==> config.mk <==
export PLATFORM = sky130hd
export DESIGN_NAME = rcv_nrzi_unstuff
export DESIGN_NICKNAME = d
export VERILOG_FILES = /design/src/rtl/rcv_nrzi_unstuff.sv
export SDC_FILE = /design/constraint.sdc
export NUM_CORES = 1
export LEC_CHECK = 0
export ABC_CLOCK_PERIOD_IN_PS = 2290
export BUFFER_PORTS_ARGS = -buffer_cell sky130_fd_sc_hd__buf_4
export CAP_MARGIN = 0
export CORE_MARGIN = 2
export CORE_UTILIZATION = 40
export DETAILED_ROUTE_END_ITERATION = 6
export SLEW_MARGIN = 20
export SYNTH_ARGS = -nofsm -noshare
export SYNTH_HDL_FRONTEND = slang
export SYNTH_SLANG_ARGS = --single-unit
export TNS_END_PERCENT = 20
==> constraint.sdc <==
create_clock -name clk -period 2.29 [get_ports clk]
set_clock_uncertainty 0.1 [all_clocks]
set_input_delay 0.1145 -clock clk [delete_from_list [all_inputs] [get_ports clk]]
set_output_delay 0.1145 -clock clk [all_outputs]
set_load 0.1 [all_outputs]
==> src/rtl/rcv_nrzi_unstuff.sv <==
// rtl/rcv_nrzi_unstuff.sv - NRZI decoder with bit unstuffing, SE0/EOP detection and word assembly
module rcv_nrzi_unstuff #(
    parameter int   STUFF_LEN  = 6,
    parameter int   WORD_W     = 8,
    parameter logic IDLE_LEVEL = 1'b1
) (
    input  logic              clk,
    input  logic              rst,
    input  logic              shift_enable,
    input  logic              d_plus_sync,
    input  logic              d_minus_sync,
    input  logic              packet_done,
    output logic              d_prim,
    output logic              bit_valid,
    output logic              bit_out,
    output logic [WORD_W-1:0] word_out,
    output logic              word_valid,
    output logic              stuff_err,
    output logic              line_err,
    output logic              eop,
    output logic              eop_partial
);

    localparam int              BCW       = $clog2(WORD_W);
    localparam logic [3:0]      STUFF_MAX = 4'(STUFF_LEN);
    localparam logic [BCW-1:0]  LAST_BIT  = BCW'(WORD_W - 1);

    typedef enum logic [1:0] {S_IDLE, S_ACTIVE, S_SE0_1, S_SE0_2} state_t;

    state_t            r_state, w_state_nx;
    logic              r_prev_level, w_prev_level_nx;
    logic [3:0]        r_ones_cnt, w_ones_cnt_nx;
    logic [BCW-1:0]    r_bit_cnt, w_bit_cnt_nx;
    logic [WORD_W-1:0] r_shift_reg, w_shift_reg_nx, w_shifted;
    logic [WORD_W-1:0] w_word_nx;
    logic              w_se0, w_j, w_accept;
    logic              w_bit_valid_nx, w_bit_out_nx, w_word_valid_nx;
    logic              w_stuff_err_nx, w_line_err_nx, w_eop_nx, w_eop_partial_nx;

    assign w_se0     = !d_plus_sync && !d_minus_sync;
    assign w_j       = d_plus_sync && !d_minus_sync;
    assign d_prim    = ~(r_prev_level ^ d_plus_sync);
    assign w_shifted = {d_prim, r_shift_reg[WORD_W-1:1]};

    always_comb begin
        w_state_nx       = r_state;
        w_prev_level_nx  = r_prev_level;
        w_ones_cnt_nx    = r_ones_cnt;
        w_bit_cnt_nx     = r_bit_cnt;
        w_shift_reg_nx   = r_shift_reg;
        w_word_nx        = word_out;
        w_bit_out_nx     = bit_out;
        w_accept         = 1'b0;
        w_bit_valid_nx   = 1'b0;
        w_word_valid_nx  = 1'b0;
        w_stuff_err_nx   = 1'b0;
        w_line_err_nx    = 1'b0;
        w_eop_nx         = 1'b0;
        w_eop_partial_nx = 1'b0;

        if (packet_done) begin
            w_prev_level_nx = d_plus_sync;
            w_ones_cnt_nx   = '0;
            w_bit_cnt_nx    = '0;
            w_state_nx      = S_IDLE;
        end else if (shift_enable) begin
            if (!w_se0)
                w_prev_level_nx = d_plus_sync;
            unique case (r_state)
                S_IDLE: begin
                    // first line transition out of idle is itself the first data bit
                    if (!w_se0 && !d_prim) begin
                        w_state_nx = S_ACTIVE;
                        w_accept   = 1'b1;
                    end
                end
                S_ACTIVE: begin
                    if (w_se0) begin
                        w_state_nx = S_SE0_1;
                    end else if (r_ones_cnt == STUFF_MAX) begin
                        w_ones_cnt_nx  = '0;
                        w_stuff_err_nx = d_prim;
                    end else begin
                        w_accept = 1'b1;
                    end
                end
                S_SE0_1: begin
                    if (w_se0) begin
                        w_state_nx = S_SE0_2;
                    end else begin
                        w_line_err_nx = 1'b1;
                        w_state_nx    = S_IDLE;
                        w_ones_cnt_nx = '0;
                        w_bit_cnt_nx  = '0;
                    end
                end
                S_SE0_2: begin
                    if (w_j) begin
                        w_eop_nx         = 1'b1;
                        w_eop_partial_nx = (r_bit_cnt != '0);
                        w_prev_level_nx  = 1'b1;
                    end else begin
                        w_line_err_nx = 1'b1;
                    end
                    w_state_nx    = S_IDLE;
                    w_ones_cnt_nx = '0;
                    w_bit_cnt_nx  = '0;
                end
                default: w_state_nx = S_IDLE;
            endcase

            if (w_accept) begin
                w_shift_reg_nx = w_shifted;
                w_bit_valid_nx = 1'b1;
                w_bit_out_nx   = d_prim;
                w_ones_cnt_nx  = d_prim ? r_ones_cnt + 4'd1 : 4'd0;
                if (r_bit_cnt == LAST_BIT) begin
                    w_word_nx       = w_shifted;
                    w_word_valid_nx = 1'b1;
                    w_bit_cnt_nx    = '0;
                end else begin
                    w_bit_cnt_nx = r_bit_cnt + BCW'(1);
                end
            end
        end
    end

    always_ff @(posedge clk) begin
        if (rst) begin
            r_state      <= S_IDLE;
            r_prev_level <= IDLE_LEVEL;
            r_ones_cnt   <= '0;
            r_bit_cnt    <= '0;
            r_shift_reg  <= '0;
            word_out     <= '0;
            bit_out      <= 1'b0;
            bit_valid    <= 1'b0;
            word_valid   <= 1'b0;
            stuff_err    <= 1'b0;
            line_err     <= 1'b0;
            eop          <= 1'b0;
            eop_partial  <= 1'b0;
        end else begin
            r_state      <= w_state_nx;
            r_prev_level <= w_prev_level_nx;
            r_ones_cnt   <= w_ones_cnt_nx;
            r_bit_cnt    <= w_bit_cnt_nx;
            r_shift_reg  <= w_shift_reg_nx;
            word_out     <= w_word_nx;
            bit_out      <= w_bit_out_nx;
            bit_valid    <= w_bit_valid_nx;
            word_valid   <= w_word_valid_nx;
            stuff_err    <= w_stuff_err_nx;
            line_err     <= w_line_err_nx;
            eop          <= w_eop_nx;
            eop_partial  <= w_eop_partial_nx;
        end
    end

endmodule
---- Yosys cells after proc, flatten, opt, wreduce, memory -nomap -nowiden ----
Index checks and enable logic that the tools add are counted.
storage, ports and cells
  register bits ........................... 33
  output and inout port bits .............. 16
  bits of input ports ..................... 6
cells by class
  equal/unequal tests ..................... 10
  reduce and logical (&&, ||, !) cells .... 22
  bitwise operators ....................... 9
  muxes and demuxes ....................... 31
  add/sub/neg operators ................... 2
operators by type and width
  kind                   count
  $mux W4                5
  $mux W1                15
  $pmux W4 S3            1
  $mux W3                3
  $ne A3 B3 Y1 const B   3
  $reduce_and A3 Y1      3
  $not A1 Y1             8
  $pmux W2 S4            1
  $reduce_or A4 Y1       2
  $mux W2                3
  $pmux W3 S2            1
  $reduce_bool A3 Y1     2
  $reduce_or A6 Y1       1
  $reduce_and A5 Y1      1
  $reduce_or A5 Y1       1
  $add A4 B1 Y4 const B  1
  $eq A2 B2 Y1 const B   2
  $eq A4 B3 Y1 const B   1
  $ne A2 B2 Y1 const B   2
  $pmux W1 S2            2
  $reduce_and A4 Y1      1
  $reduce_bool A4 Y1     1
  $add A3 B1 Y3 const B  1
  $eq A3 B3 Y1 const B   1
  8 further kinds        12

---- Depth between registers and ports, before layout ----
Gate-level depths: netlist of the first run.
  depth in word-level cells ............... 10
  depth in mapped cells ................... 7
  depth with buffers taken out ............ 6

---- Worst setup path after synthesis of the first run ----
Ideal clock, no wire load.
  path kind ............................... flip-flop to flip-flop
  start ................................... register r_prev_level
  end ..................................... register r_ones_cnt[1]
  required time ........................... 2.118 ns
  period minus slack after synthesis ...... 2.057 ns
  setup slack ............................. 0.233 ns
  arrival time ............................ 1.886 ns
  cell stages (with the launch flop) ...... 7
  library setup time ...................... 0.072 ns
  cell sequence ........................... dfxtp_1 > buf_2 > xor2_1 > inv_1 > nand3_1 > or3_1 > mux2i_1
on the way
  longest elaborated chain between the ends .. 8
RTL lines
  element                                                                     RTL line  RTL
  start, declared                                                             31        logic r_prev_level, w_prev_level_nx;
  start signal, assigned                                                      145       r_prev_level <= w_prev_level_nx;
  $xor A1 B1 Y1 *                                                             42        assign d_prim = ~(r_prev_level ^ d_plus_sync);
  $logic_and A1 B1 Y1                                                         72        if (!w_se0 && !d_prim) begin
  $mux W1                                                                     72
  $pmux W1 S2                                                                 69        unique case (r_state)
  $mux W1                                                                     66        end else if (shift_enable) begin
  $mux W1                                                                     61        if (packet_done) begin
  $ne A3 B3 Y1 (no source line) / $reduce_bool A4 Y1 (equally long branches)  -
  $reduce_and A5 Y1 (no source line)                                          -
  end signal, assigned                                                        146       r_ones_cnt <= w_ones_cnt_nx;
  end, declared                                                               32        logic [3:0] r_ones_cnt, w_ones_cnt_nx;
Every way passes the cells marked *; elsewhere a longest branch is shown, timed or not. The select of a mux whose other input is x is not followed.
A chain may end at the register's enable or synchronous reset.

---- Final worst setup path of the first run ----
  start ................................... register r_ones_cnt[0]
  end ..................................... register word_out[0]
on the way
  longest elaborated chain between the ends .. 7
RTL lines
  element                             RTL line  RTL
  $eq A4 B3 Y1                        80        end else if (r_ones_cnt == STUFF_MAX) begin
  $mux W1                             80
  $mux W1                             78        if (w_se0) begin
  $pmux W1 S2                         69
  $mux W1                             66
  $mux W1                             61
  $reduce_and A4 Y1 (no source line)  -
  end signal, assigned                149       word_out <= w_word_nx;
  end, declared                       16        output logic [WORD_W-1:0] word_out,
Every way passes these cells. The select of a mux whose other input is x is not followed.

==> metrics.md, run 1 <==
| Metric | Value |
|---|---|
| WL final | 3.45 mm |
| Largest net degree at the start of global routing | 28 |
| IO Pins | 22 |
| Synth warn | 0 |
| Initial Util | 0.414 |
| Core Area | 3970 um^2 |
| CTS H-tree depth | 2 |
| Via count | 1325 |
| Average wire per cell in the routed design | 14.0 um |
| Mapped Cells | 175 |
| Post-synth ARST share | 0 |
| Hpwl dp | 2.54 mm |
| Area contributors post-synth | dfxtp_1, ha_1, nand2b_1 |
| 1st-pass router iterations | 4 |
| TritonCTS Buffers | 5 |
| Top cell type's share of synthesized area | 0.378 |
| Post-Syn Nets | 191 |
| Highest clock rate | 0.478 GHz |
| Post-Place Cells | 238 |
| Vias/cell | 5.39 |
| Hold Fails Final Rpt | 0 |
| First-iteration detailed-routing DRC count | 47 |
| Reg2Reg Depth | 7 |
| EDFF count, synth | 0 |
| Final Util | 0.486 |
| First-pass GRT wire length | 5.84 mm |
| Req. time, crit path | 2410 ps |
| Unrepaired setup endpoints after global routing | no |
| Main flop type after synthesis | dfxtp_1 |
| Number of synthesized register bits | 31 |
| Final worst-path cycle share | 0.914 |
| Post-route insts no fill | 246 |
| Worst setup SP type | register |
| TritonCTS clock tree | done |
| Clock sinks | 31 |
| IO Port Bufs | 21 |
| Maximum VDD drop | 0.267 mV |
| Hold depth | 2 |
| Vias in the first global route | 1244 |
| Status | completed |
| Cts hold-fix bufs | 0 |
| Crit path capture type | register |
| Initial antenna violation count | 0 |
| WS Path Type | register to register |
| Post-CTS setup buffers | 0 |
| Synth area leader | dfxtp_1 |
| Routed Antenna Nets | 0 |
| Setup_tns | 0 ps |
| NumNets Final | 211 |
| Clk root buf | clkbuf_8 |
| Relative slew slack | 0.650 |
| Leak Pwr | 0.704 nW |
| Slew Limit Fails | 0 |
| Netlist Area Pre-Place | 1640 um^2 |
| Setup violators final | 0 |
| N_diodes | 0 |
| Max reg flops | 8 |
| FP Rows | 23 |
| Most frequent cells in the layout | dfxtp_1, buf_4, nand2b_1, a21oi_1 |
| Total Routing Usage GR | 0.169 |
| Sequential-to-total area share from yosys stat | 0.378 |
| Gr ovfl total | 0 |
| PD cells | 633 nW/um^2 |
| Clock transition at path regs | 70 ps |
| Max FO, Critical Path | 10 |
| Worst-Margin Slew | 517 ps |
| Syn avg cell area | 9.39 um^2 |
| Skew-Pair Late Insertion Delay | 290 ps |
| Fraction of layout cells with a size suffix above 1 | 0.224 |
| Chip height | 68.1 um |
| Tmin final | 2090 ps |
| Count of max-cap constraint violations | 0 |
| HP Class | input pin to register |
| Global placer's final weighted congestion | 0.757 |
| Die Footprint | 4640 um^2 |
| Die X-Extent | 68.1 um |
| CTS resizes | 0 |
| Most common cell after layout, fill and taps aside | dfxtp_1 |
| Critical path data arrival time | 2210 ps |
| Area growth syn-to-layout | 17.4% |
| Residual DRC count | 0 |
| Clock buffer depth | 2 |
| Synth unique cells | 49 |
[report_power, final]
| group | internal, mW | switching, mW | leakage (nW) |
|---|---|---|---|
| sequential | 0.543 | 0.00520 | 0.250 |
| combinational | 0.0433 | 0.0876 | 0.396 |
| clock | 0.324 | 0.219 | 0.0581 |
| total | 0.910 | 0.311 | 0.704 |
[worst max-delay path, stage by stage, from the launching register on]
cell	delay [ps]
dfxtp_1	410
inv_1	60
ha_1	210
and3b_4	220
o211ai_4	330
and3_2	340
buf_4	170
mux2i_1	170
[kinds of logic after synthesis]
logic type      count (synthesis)  share of synthesized area
xor+xnor                        1                    0.00533
mux                             9                     0.0579
buf+inv                        18                     0.0586
flops                          31                      0.378
compound gates                 42                      0.200
fa+ha+maj                      10                     0.0762
simple gates                   64                      0.224
[layout make-up]
type,instances,area (um^2)
Clock buffer,5,68.8
Clock inverter,3,43.8
Fill cell,380,2040
Inverter,7,26.3
Multi-Input combinational cell,126,927
Sequential cell,31,621
Tap cell,50,62.6
Timing Repair Buffer,24,180
[stage by stage]
stage | worst slack (ps) | cell area (um^2) | total power, mW | hold WS, ps
floorplan | 233 | 1640 | 0.666 | 248
global placement | 234 | 1820 | 0.689 | 310
detailed placement | 141 | 1820 | 0.692 | 310
CTS | 115 | 1930 | 1.23 | 3.58
global route | 44.7 | 1930 | 1.27 | 21.0
finish | 198 | 1930 | 1.22 | 13.1
[synthesized netlist by cell type, types with 3 or more instances]
cell type / count
a21oi_1: 11
nor2_1: 10
nor3_1: 4
mux2i_1: 8
dfxtp_1: 31
buf_6: 3
a32o_1: 4
nand3_1: 9
inv_1: 7
nand3b_1: 3
o21ai_0: 7
nor2b_1: 3
ha_1: 10
nand2_1: 5
nand2b_1: 17
clkbuf_1: 4
[final timing paths]
path | to | from | slack [ps]
setup / recovery | word_out[0] | r_ones_cnt[0] | 200
hold / removal | eop | d_minus_sync | 10
setup reg to reg | word_out[0] | r_ones_cnt[0] | 200
hold reg to reg | word_out[0] | word_out[0] | 380
[layer usage]
metal  part of all wire  global-route usage
met5                  0                   0
met1               0.46               0.203
met4             0.0061              0.0600
met2               0.49               0.285
met3              0.047              0.0510
Note: power is estimated with default switching activity, not from simulation.
==> run 2: changes to the inputs <==
--- a/config.mk
+++ b/config.mk
@@ -5,7 +5,7 @@
 export SDC_FILE = /design/constraint.sdc
 export NUM_CORES = 1
 export LEC_CHECK = 0
-export ABC_CLOCK_PERIOD_IN_PS = 2290
+export ABC_CLOCK_PERIOD_IN_PS = 2500
 export BUFFER_PORTS_ARGS = -buffer_cell sky130_fd_sc_hd__buf_4
 export CAP_MARGIN = 0
 export CORE_MARGIN = 2
==> constraint.sdc (replaced) <==
create_clock -name clk -period 2.5 [get_ports clk]
set_clock_uncertainty 0.1 [all_clocks]
set_input_delay 0.125 -clock clk [delete_from_list [all_inputs] [get_ports clk]]
set_output_delay 0.125 -clock clk [all_outputs]
set_load 0.1 [all_outputs]
==> run 2 against run 1 <==
  * Critical path depth down 1
  * Sequential cell count stayed put
  * Utilization fell by 1.0 points
  * Global-route usage down 0.61 points
  * Maximum frequency is 2.3% lower
  * Cell count fell by 0.81%
  * Design area decreased by 2.1%
  * Sequential power fell by 8.4%
  * Clock power fell by 29%
  * Critical path type unchanged
==> metrics.md, run 2 (synthesis gave the netlist of run 1 again) <==
| Metric | Value |
|---|---|
| Hold depth | 2 (unchanged) |
| Core Area | 3970 um^2 (unchanged) |
| Clock sinks | 31 (unchanged) |
| Status | completed |
| Fraction of layout cells with a size suffix above 1 | 0.211 (-0.0131) |
| NumNets Final | 209 (-0.95%) |
| Area growth syn-to-layout | 15.0% |
| WS Path Type | register to register |
| Register area | 621 um^2 (unchanged) |
| Initial Util | 0.414 (unchanged) |
| Most common cell after layout, fill and taps aside | dfxtp_1 |
| R2r endpoint | r_ones_cnt[3] |
| Hpwl dp | 2.59 mm (+1.9%) |
| Gr ovfl total | 0 (unchanged) |
| 1st-pass router iterations | 4 (unchanged) |
| CTS H-tree depth | 2 (unchanged) |
| Slew Limit Fails | 0 (unchanged) |
| Max reg flops | 8 (unchanged) |
| Via count | 1288 (-2.8%) |
| Skew-Pair Late Insertion Delay | 290 ps (about the same) |
| Die Footprint | 4640 um^2 (unchanged) |
| Setup_tns | 0 ps (unchanged) |
| TritonCTS clock tree | done |
| FP Rows | 23 (unchanged) |
| Pwr Total | 1.01 mW (-17%) |
| TritonCTS Buffers | 5 (unchanged) |
| Unrepaired setup endpoints after global routing | no |
| R2r setup slk | 360 ps (+160 ps) |
| Design area | 1890 um^2 (-2.1%) |
| Reg2Reg Depth | 6 (-1) |
| Final Util | 0.476 (-0.0101) |
| Clk root buf | clkbuf_8 |
| Highest clock rate | 0.467 GHz (-2.3%) |
| Largest net degree at the start of global routing | 28 (unchanged) |
| Chip height | 68.1 um (unchanged) |
| Setup violators final | 0 (unchanged) |
| WL final | 3.38 mm (-2.1%) |
| Hold Crit Endpoint | eop |
| PD cells | 534 nW/um^2 (-16%) |
| Clock buffer depth | 2 (unchanged) |
| Vias in the first global route | 1276 (+2.6%) |
| Vias/cell | 5.28 (-2.0%) |
| Max FO, Critical Path | 8 (-2) |
| First-pass GRT wire length | 5.59 mm (-4.2%) |
| Global placer's final weighted congestion | 0.674 (-11%) |
| Initial antenna violation count | 0 (unchanged) |
| N_diodes | 0 (unchanged) |
| Hold Path Origin | d_minus_sync |
| Area of the multi-input gates | 926 um^2 (-0.13%) |
| Relative slew slack | 0.648 (-0.00174) |
| Final worst-path cycle share | 0.856 (-0.0572) |
| Routed Antenna Nets | 0 (unchanged) |
| RR Startpoint | r_state[1] |
| Residual DRC count | 0 (unchanged) |
| HP Class | input pin to register |
| Worst setup SP type | register |
| Crit path capture type | register |
| IO Pins | 22 (unchanged) |
| Worst Hold Margin | 28.9 ps (+15.8 ps) |
| IO Port Bufs | 21 (unchanged) |
| Total Routing Usage GR | 0.163 (-0.00614) |
| Filler cells | 374 (-1.6%) |
| Clock transition at path regs | 70 ps (about the same) |
| Req. time, crit path | 2580 ps (+170 ps) |
| Worst-Margin Slew | 519 ps (+2.57 ps) |
| Average wire per cell in the routed design | 13.9 um (-1.3%) |
| Placement Cell Area | 1800 um^2 (-0.83%) |
| CTS resizes | 0 (unchanged) |
| Leak Pwr | 0.676 nW (-4.0%) |
| First-iteration detailed-routing DRC count | 45 (-4.3%) |
| Post-CTS setup buffers | 0 (unchanged) |
| Cts hold-fix bufs | 0 (unchanged) |
| Hold Fails Final Rpt | 0 (unchanged) |
| Most frequent cells in the layout | dfxtp_1, buf_4, nand2b_1, a21oi_1 |
| Die X-Extent | 68.1 um (unchanged) |
| Critical path data arrival time | 2220 ps (about the same) |
| Count of max-cap constraint violations | 0 (unchanged) |
| Maximum VDD drop | 0.286 mV (+6.9%) |
| Tmin final | 2140 ps (+48.8 ps) |
[run 2: cell types whose count changed in the layout (fill, tap and decap cells not counted), sizes merged]
| cell | delta |
|---|---|
| buf | -2 |
| bufinv | -1 |
| clkinvlp | +2 |
| clkinv | -1 |
[run 2: worst max path at each step]
stage	from	end	slack, ps	cells after the start
after floorplan	r_prev_level	r_ones_cnt[1]	440	6
after global placement	r_ones_cnt[0]	word_out[0]	500	7
after detailed placement	r_state[1]	r_ones_cnt[3]	400	6
after CTS	r_state[1]	r_ones_cnt[3]	390	6
after global routing	r_state[1]	word_out[1]	240	7
final	r_state[1]	r_ones_cnt[3]	360	6
[run 2: routing by layer]
metal  up-vias  track usage  routed length (um)
met4         0       0.0650                  61
met1       593        0.179                1470
met2        26        0.286                1690
met3         8       0.0559                 168
li1        661            -                   -
met5         -            0                   0
[run 2: layout make-up]
cell class	instances	area share
timing repair buffer	22	0.0874
inverter	7	0.0139
tap	50	0.0331
multi-input combinational	126	0.490
clock buffer	5	0.0364
sequential	31	0.328
clock inverter	3	0.0106
[run 2: power breakdown]
part           internal [mW]  switching [mW]  total, mW  leakage (nW)
Combinational         0.0386          0.0810      0.120         0.386
Clock                  0.193           0.194      0.387        0.0402
Sequential             0.497         0.00499      0.502         0.250
[run 2: through the flow]
stage | std cells | setup WS [ps]
after floorplan | 175 | 443
after detailed placement | 236 | 397
after global placement | 236 | 502
after global routing | 244 | 244
final | 244 | 359
after CTS | 244 | 387
[run 2: critical path, stage by stage (launching register included)]
cell,delay (ps)
dfxtp_1,460
inv_1,130
ha_1,320
or3b_2,470
o311ai_1,180
nor2_1,140
a32o_1,230
==> run 3: changes to the inputs <==
--- a/config.mk
+++ b/config.mk
@@ -11,6 +11,7 @@
 export CORE_MARGIN = 2
 export CORE_UTILIZATION = 40
 export DETAILED_ROUTE_END_ITERATION = 6
+export RECOVER_POWER = 25
 export SLEW_MARGIN = 20
 export SYNTH_ARGS = -nofsm -noshare
 export SYNTH_HDL_FRONTEND = slang
==> run 3 against run 2 <==
  * Critical path depth stayed put
  * Non-clock buffer count stayed put
  * Combinational power hardly changed
  * Critical endpoint unchanged
  * Cell count stayed put
  * Highest routed layer unchanged
  * Total power hardly changed
  * Design area is 2.0% lower
  * Clock power hardly changed
  * Register-to-register slack hardly changed
==> metrics.md, run 3 (synthesis gave the netlist of run 1 again) <==
| Metric | Value |
|---|---|
| Status | completed |
| Global placer's final weighted congestion | 0.674 (unchanged) |
| Critical path data arrival time | 2220 ps (about the same) |
| Req. time, crit path | 2580 ps (about the same) |
| Routed Antenna Nets | 0 (unchanged) |
| N_diodes | 0 (unchanged) |
| Die Footprint | 4640 um^2 (unchanged) |
| Area growth syn-to-layout | 12.7% |
| PD cells | 545 nW/um^2 (+2.0%) |
| Setup violators final | 0 (unchanged) |
| IO Port Bufs | 21 (unchanged) |
| Max reg flops | 8 (unchanged) |
| Tmin final | 2140 ps (-0.0200 ps) |
| CTS resizes | 0 (unchanged) |
| WS Path Type | register to register |
| Post-CTS setup buffers | 0 (unchanged) |
| 1st-pass router iterations | 4 (unchanged) |
| Initial antenna violation count | 0 (unchanged) |
| Setup_tns | 0 ps (unchanged) |
| TritonCTS clock tree | done |
| Count of max-cap constraint violations | 0 (unchanged) |
| Initial Util | 0.414 (unchanged) |
| Clock transition at path regs | 70 ps (about the same) |
| Cts hold-fix bufs | 0 (unchanged) |
| FP Rows | 23 (unchanged) |
| Leak Pwr | 0.633 nW (-6.3%) |
| Final worst-path cycle share | 0.856 (about the same) |
| Most common cell after layout, fill and taps aside | dfxtp_1 |
| Worst path top cell family by delay | simple AND/OR/NAND/NOR gates |
| Max FO, Critical Path | 8 (unchanged) |
| Worst path cell trace | inv_1 > ha_1 > or3b_2 > o311ai_1 > nor2_1 > a32o_1 |
| Gr ovfl total | 0 (unchanged) |
| Total Routing Usage GR | 0.163 (unchanged) |
| CP max stage cell | or3b_2 |
| Unrepaired setup endpoints after global routing | no |
| Fraction of layout cells with a size suffix above 1 | 0.160 (-0.0515) |
| CTS H-tree depth | 2 (unchanged) |
| Die X-Extent | 68.1 um (unchanged) |
| Largest net degree at the start of global routing | 28 (unchanged) |
| Crit path capture type | register |
| Most frequent cells in the layout | dfxtp_1, nand2b_1, buf_4, a21oi_1 |
| WL final | 3.40 mm (+0.47%) |
| TritonCTS Buffers | 5 (unchanged) |
| WP buf/inv | 1 (unchanged) |
| CP max stage delay | 470 ps (about the same) |
| Vias/cell | 5.28 (unchanged) |
| Final Util | 0.466 (-0.00945) |
| Maximum VDD drop | 0.286 mV (about the same) |
| Hold Fails Final Rpt | 0 (unchanged) |
| Core Area | 3970 um^2 (unchanged) |
| First-iteration detailed-routing DRC count | 46 (+2.2%) |
| Residual DRC count | 0 (unchanged) |
| DP Worst Slack | 397 ps (unchanged) |
| Via count | 1288 (unchanged) |
| Clock sinks | 31 (unchanged) |
| Relative slew slack | 0.221 (-0.427) |
| Average wire per cell in the routed design | 13.9 um (+0.47%) |
| NumNets Final | 209 (unchanged) |
| Worst-Margin Slew | 1170 ps (+654 ps) |
| Clock buffer depth | 2 (unchanged) |
| Slew Limit Fails | 0 (unchanged) |
| Highest clock rate | 0.467 GHz (about the same) |
| Vias in the first global route | 1276 (unchanged) |
| Chip height | 68.1 um (unchanged) |
| Skew-Pair Late Insertion Delay | 290 ps (about the same) |
| First-pass GRT wire length | 5.59 mm (unchanged) |
| IO Pins | 22 (unchanged) |
| Worst setup margin | 359 ps (+0.0200 ps) |
| HP Class | input pin to register |
| Worst setup SP type | register |
| Clk root buf | clkbuf_8 |
| Hpwl dp | 2.59 mm (unchanged) |
## run 3: cell count changes in the layout (fill, tap and decap cells not counted), sizes merged
cell,previous run,this run
clkbuf,5,15
buf,22,12
## run 3: area by class of cell
class / instances / area [um^2]
Clock inverter: 3 / 20.0
Inverter: 7 / 26.3
Timing Repair Buffer: 22 / 128
Fill cell: 386 / 2120
Sequential cell: 31 / 621
Tap cell: 50 / 62.6
Multi-Input combinational cell: 126 / 926
Clock buffer: 5 / 68.8
## run 3: worst paths after layout
path,from,end,slack (ps),depth (start not counted)
max,r_state[1],r_ones_cnt[3],360,6
min,d_minus_sync,eop,30,2
max reg2reg,r_state[1],r_ones_cnt[3],360,6
min reg2reg,word_out[4],word_out[4],370,2
## run 3: stage by stage
stage | area [um^2] | power (mW) | hold WS (ps) | std cells
6_report | 1850 | 1.01 | 29.7 | 244
5_1_grt | 1850 | 1.06 | 30.5 | 244
4_1_cts | 1890 | 1.02 | 27.1 | 244
3_5_place_dp | 1800 | 0.633 | 328 | 236
3_3_place_gp | 1800 | 0.630 | 323 | 236
2_1_floorplan | 1640 | 0.610 | 258 | 175
## run 3: per-layer routing
layer | share of wire | global-route usage
met4 | 0.018 | 0.0650
met3 | 0.050 | 0.0559
met1 | 0.44 | 0.179
met5 | 0 | 0
met2 | 0.50 | 0.286
## run 3: where the power goes
group | leakage [nW] | switching, mW | total (mW) | internal (mW)
clock | 0.0402 | 0.194 | 0.387 | 0.193
sequential | 0.250 | 0.00497 | 0.502 | 0.497
combinational | 0.343 | 0.0811 | 0.119 | 0.0382
